**src/rtl/closest_hit_tracker.sv**
```systemverilog
// Tracks the nearest hit over each ray's triangle stream and queues one result per ray.
// Latency: result visible on o_valid 1 cycle after the ray's i_last sample (FIFO empty).
// Backpressure: none on input; i_ready pops the result FIFO, results arriving when full are dropped (o_overflow).
//
// Ports:
//   i_clk, i_rstn           clock, async active-low reset
//   i_valid/i_t/i_hit       one intersection result per cycle (signed Q16.16 t)
//   i_tri_id/i_last         triangle index, last-triangle-of-ray marker
//   i_ready                 consumer accepts the head result
//   o_valid/o_hit/o_t       head result: valid, hit flag, nearest t (T_MISS on miss)
//   o_tri_id/o_ray_id       nearest triangle (0 on miss), ray sequence number
//   o_overflow              sticky: a result was dropped because the FIFO was full

// Small generic FIFO, pointer-based with a wrap bit to tell full from empty.
// Latency: written entry readable the cycle after the write.
// Backpressure: a write while full is accepted only if a read happens the same cycle.
module chit_fifo #(
  parameter int W     = 8,
  parameter int DEPTH = 4
) (
  input  logic         i_clk,
  input  logic         i_rstn,
  input  logic         wr_vld,
  input  logic [W-1:0] wr_dat,
  output logic         full,
  output logic         rd_vld,
  input  logic         rd_rdy,
  output logic [W-1:0] rd_dat
);
  localparam int AW = $clog2(DEPTH);

  logic [W-1:0] mem [DEPTH];
  logic [AW:0]  wr_ptr;
  logic [AW:0]  rd_ptr;
  logic         rd_pop;
  logic         wr_en;

  assign rd_vld = (wr_ptr != rd_ptr);
  assign full   = (wr_ptr[AW] != rd_ptr[AW]) && (wr_ptr[AW-1:0] == rd_ptr[AW-1:0]);
  assign rd_pop = rd_vld && rd_rdy;
  // A pop frees the head slot this edge, so a simultaneous write into a full FIFO fits.
  assign wr_en  = wr_vld && (!full || rd_pop);
  assign rd_dat = mem[rd_ptr[AW-1:0]];

  always_ff @(posedge i_clk or negedge i_rstn) begin
    if (!i_rstn) begin
      wr_ptr <= '0;
      rd_ptr <= '0;
    end else begin
      if (wr_en)  wr_ptr <= wr_ptr + 1'b1;
      if (rd_pop) rd_ptr <= rd_ptr + 1'b1;
    end
  end

  always_ff @(posedge i_clk) begin
    if (wr_en) mem[wr_ptr[AW-1:0]] <= wr_dat;
  end
endmodule

module closest_hit_tracker #(
  parameter int                 TRI_ID_W   = 16,
  parameter int                 RAY_ID_W   = 16,
  parameter int                 FIFO_DEPTH = 4,
  parameter logic signed [31:0] T_MISS     = 32'sh7FFFFFFF
) (
  input  logic                       i_clk,
  input  logic                       i_rstn,
  input  logic                       i_valid,
  input  logic signed [31:0]         i_t,
  input  logic                       i_hit,
  input  logic        [TRI_ID_W-1:0] i_tri_id,
  input  logic                       i_last,
  input  logic                       i_ready,
  output logic                       o_valid,
  output logic                       o_hit,
  output logic signed [31:0]         o_t,
  output logic        [TRI_ID_W-1:0] o_tri_id,
  output logic        [RAY_ID_W-1:0] o_ray_id,
  output logic                       o_overflow
);
  typedef struct packed {
    logic                hit;
    logic [31:0]         t;
    logic [TRI_ID_W-1:0] tri_id;
    logic [RAY_ID_W-1:0] ray_id;
  } res_t;

  typedef enum logic {ST_EMPTY, ST_HOLD} acc_state_t;

  acc_state_t                state_q, state_d;
  logic signed [31:0]        best_t_q, best_t_d;
  logic [TRI_ID_W-1:0]       best_id_q, best_id_d;
  logic [RAY_ID_W-1:0]       ray_cnt_q;
  logic                      overflow_q;

  logic take;
  logic push;
  logic pop;
  logic fifo_full;
  logic fifo_vld;
  res_t push_dat;
  res_t head;

  // Strictly-less compare: on equal t the earlier triangle stays.
  assign take = i_valid && i_hit && ((state_q == ST_EMPTY) || (i_t < best_t_q));
  assign push = i_valid && i_last;
  assign pop  = fifo_vld && i_ready;

  // While EMPTY the accumulator holds T_MISS/0, so a non-taken sample
  // naturally yields the miss encoding for the final result.
  always_comb begin
    push_dat        = '0;
    push_dat.hit    = i_hit || (state_q == ST_HOLD);
    push_dat.t      = take ? i_t      : best_t_q;
    push_dat.tri_id = take ? i_tri_id : best_id_q;
    push_dat.ray_id = ray_cnt_q;
  end

  always_comb begin
    state_d   = state_q;
    best_t_d  = best_t_q;
    best_id_d = best_id_q;
    if (i_valid) begin
      if (i_last) begin
        state_d   = ST_EMPTY;
        best_t_d  = T_MISS;
        best_id_d = '0;
      end else if (take) begin
        state_d   = ST_HOLD;
        best_t_d  = i_t;
        best_id_d = i_tri_id;
      end
    end
  end

  always_ff @(posedge i_clk or negedge i_rstn) begin
    if (!i_rstn) begin
      state_q   <= ST_EMPTY;
      best_t_q  <= T_MISS;
      best_id_q <= '0;
    end else begin
      state_q   <= state_d;
      best_t_q  <= best_t_d;
      best_id_q <= best_id_d;
    end
  end

  // The ray counter advances on every completed ray, even one that is dropped.
  always_ff @(posedge i_clk or negedge i_rstn) begin
    if (!i_rstn) begin
      ray_cnt_q  <= '0;
      overflow_q <= 1'b0;
    end else begin
      if (push) ray_cnt_q <= ray_cnt_q + RAY_ID_W'(1);
      if (push && fifo_full && !pop) overflow_q <= 1'b1;
    end
  end

  chit_fifo #(
    .W     ($bits(res_t)),
    .DEPTH (FIFO_DEPTH)
  ) u_fifo (
    .i_clk  (i_clk),
    .i_rstn (i_rstn),
    .wr_vld (push),
    .wr_dat (push_dat),
    .full   (fifo_full),
    .rd_vld (fifo_vld),
    .rd_rdy (i_ready),
    .rd_dat (head)
  );

  // Idle outputs show the reset/miss encoding rather than stale FIFO storage.
  assign o_valid    = fifo_vld;
  assign o_hit      = fifo_vld && head.hit;
  assign o_t        = fifo_vld ? signed'(head.t) : T_MISS;
  assign o_tri_id   = fifo_vld ? head.tri_id : '0;
  assign o_ray_id   = fifo_vld ? head.ray_id : '0;
  assign o_overflow = overflow_q;
endmodule

```
**config.mk**
```make
export PLATFORM = sky130hd
export DESIGN_NAME = closest_hit_tracker
export DESIGN_NICKNAME = d
export VERILOG_FILES = /design/src/rtl/closest_hit_tracker.sv
export SDC_FILE = /design/constraint.sdc
export NUM_CORES = 1
export LEC_CHECK = 0
export CAP_MARGIN = 20
export CORE_MARGIN = 1.5
export CORE_UTILIZATION = 23
export DETAILED_ROUTE_END_ITERATION = 8
export SLEW_MARGIN = 20
export SYNTH_ARGS = -nofsm -noshare
export SYNTH_HDL_FRONTEND = slang
export SYNTH_SLANG_ARGS = --single-unit
```
**constraint.sdc**
```tcl
create_clock -name i_clk -period 9.7 [get_ports i_clk]
set_clock_uncertainty 0.1 [all_clocks]
set_input_delay 0.97 -clock i_clk [delete_from_list [all_inputs] [get_ports i_clk]]
set_output_delay 0.97 -clock i_clk [all_outputs]
set_load 0.01 [all_outputs]
```
==> impl_metrics.tcl <==
set metrics [dict create \
    synth.distinct_cells 41 \
    crit_slowest_cell "dfrtp_4" \
    routed_wl_mm 32.53 \
    fp.dieW_um 249.6 \
    hold_viol 0 \
    yosysTopAreaCellShare_pct 55.83 \
    synth_top_flop_cell "edfxtp_1" \
    h-tree-depth 2 \
    first_pass_iters 4 \
    grt_overflow 0 \
    clockRootBuffer "clkbuf_16" \
    synth_cells 821 \
    worstMarginPinSlew_ns 0.9506 \
    path_class "reg2out" \
    syn2layout_area_growth_pct 23.50 \
    portBuffers 120 \
    clk_latency_ns 0.55 \
    cts_tree "yes" \
    ys_warn_count 0 \
    outcome "finished, final reports clean" \
    power_leakage_nw 6.075 \
    dp_hpwl_mm 20.27 \
    grt_pass1_vias 8022 \
    drt_iter0_drc 445 \
    design.die.area_um2 62290 \
    io_pins 121 \
    synth_edf_count 260 \
    drcViolationCount 0 \
    grt_pass1_wl_mm 49.70 \
    worst-path-buf-inv 2 \
    viasPerCell 4.236 \
    worstSetupStartpointType "register" \
    clock-sinks 332 \
    ir_worst_vdd_v 0.0001314 \
    numCtsBuffers 38 \
    row_count 90 \
    fin_setup_tns_ns 0 \
    min_period_ns 4.784 \
    coreArea_um2 60250 \
    rsz0062_at_grt "false" \
    dp.cells 1696 \
    crit_family "buffers and inverters" \
    place.gp.congestion 0.7211 \
    holdBufCountCts 0 \
    cp-end-kind "primary output" \
    track_usage_pct 10.57 \
    path_max_fanout 37 \
    slew_viol_final 0 \
    max_stage_delay_ns 0.89 \
    antenna_left 0 \
    die_y_um 249.6 \
    ys_ff_latch 332 \
    grt_max_degree 80 \
    synthTopCellsByArea "edfxtp_1 (56%), mux4_2 (10%), dfrtp_1 (7.3%), dfstp_2 (5.8%), ha_1 (3.3%)" \
    fmaxAchievable_mhz 209.0 \
    dr_total_vias 7481 \
    wire_per_inst_um 18.42 \
    layout-drive-gt1-share_pct 22.97 \
    syn_area_um2 13980 \
    cp_cell_sequence "buf_4, mux4_2, or2_2, clkdlybuf4s50_1" \
    antenna_found_initial 2 \
    powerDensity_nw_per_um2 286.8 \
    cts_setup_buffers 0 \
    async_flop_share_pct 21.69 \
    syn-num-nets 912 \
    num_antenna_cells 0 \
    crit_arrival_ns 3.71 \
    period_share_pct 49.32 \
    cp.required_ns 8.63 \
    ys_seq_area_share_pct 69.00 \
    avgSynthCellArea_um2 17.03 \
    finalSetupViolCount 0 \
    final_nets 1045 \
    synth_top_cell_by_area "edfxtp_1" \
    cts_resized 0 \
    hold_path_class "reg2reg" \
    final_util_pct 28.66 \
    drv_cap 0 \
    clkTransAtPathRegs_ns 0.06 \
    slew_headroom_pct 36.23 \
    cts_buffer_depth 3 \
    instances_no_fill 1766 \
    start_util_pct 23.21 \
]
[cell type report]
type                    instances  area, um^2
clock buffers                  54        1071
clock inverters                16       112.6
fillers                      5976       42980
inverters                      38       142.6
multi-input cells             413        4028
flip-flops and latches        332        9656
well taps                     782       978.4
repair buffers                131        1281
[layer usage]
metal	wire [um]	vias up	track usage, %
li1	-	3434	-
met1	14060	3854	13.26
met2	16550	147	18.48
met3	1399	44	2.305
met4	508	2	2.491
met5	13	-	0
[kinds of logic (layout without fill, tap and decap cells)]
group,count (synthesis),count (layout),share of synthesized area [%]
compound gates,106,106,5.387
xor+xnor,22,22,1.378
fa+ha+maj,37,37,3.311
buf+inv,76,239,2.309
flops,332,332,69.00
mux,84,84,12.32
simple gates,164,164,6.299
[power breakdown]
| part | switching [mW] | leakage (nW) | internal (mW) |
|---|---|---|---|
| clock network | 0.568 | 0.581 | 0.777 |
| registers | 0.141 | 3.20 | 1.77 |
| logic | 0.788 | 2.29 | 0.912 |
| total | 1.50 | 6.08 | 3.46 |
[stage by stage]
stage	area (um^2)	hold WS [ns]	power (mW)	worst slack, ns
floorplan	13980	0.3617	2.817	6.233
global placement	16090	0.3409	3.682	4.659
detailed placement	16090	0.3653	3.702	4.639
CTS	17270	0.3774	5.074	4.769
global route	17270	0.4037	5.227	4.629
finish	17270	0.3758	4.953	4.916
[flip-flops by register name, summed over array words and instances (netlist names)]
register,flops
best_t_q,32
o_overflow,1
ray_cnt_q,16
u_fifo.mem,260
state_q,1
u_fifo.rd_ptr,3
best_id_q,16
u_fifo.wr_ptr,3
[cells in the mapped netlist (all sizes together) (30+ instances only)]
| cell type | count |
|---|---|
| dfrtp | 41 |
| edfxtp | 260 |
| dfstp | 31 |
| o22a | 30 |
| inv | 36 |
| nand2 | 53 |
| ha | 37 |
| nor2b | 34 |
| or2 | 32 |
| mux4 | 65 |
| o21ai | 35 |
[cell usage in the layout (no fill, tap or decap), types with 14 or more instances in the layout]
cell,count
a22o_1,16
edfxtp_1,260
dfstp_2,31
xnor2_1,17
or2_2,32
nor2b_1,34
inv_1,36
clkbuf_16,38
clkdlybuf4s50_1,119
a21oi_1,14
dfrtp_1,39
o21ai_0,35
mux4_2,65
o22a_1,30
nand2_1,53
ha_1,37
[worst paths after layout]
path	startpoint	end	slack, ns	cells after the start
max	u_fifo.rd_ptr[0]	o_t[0]	4.92	4
min	o_overflow	o_overflow	0.38	1
max reg2reg	best_t_q[11]	best_t_q[9]	5.61	11
min reg2reg	o_overflow	o_overflow	0.38	1
max in group asynchronous	i_rstn	u_fifo.rd_ptr[0]	8.12	2
min in group asynchronous	i_rstn	best_t_q[17]	0.48	1
No activity file was read; power rests on OpenSTA's default activity.
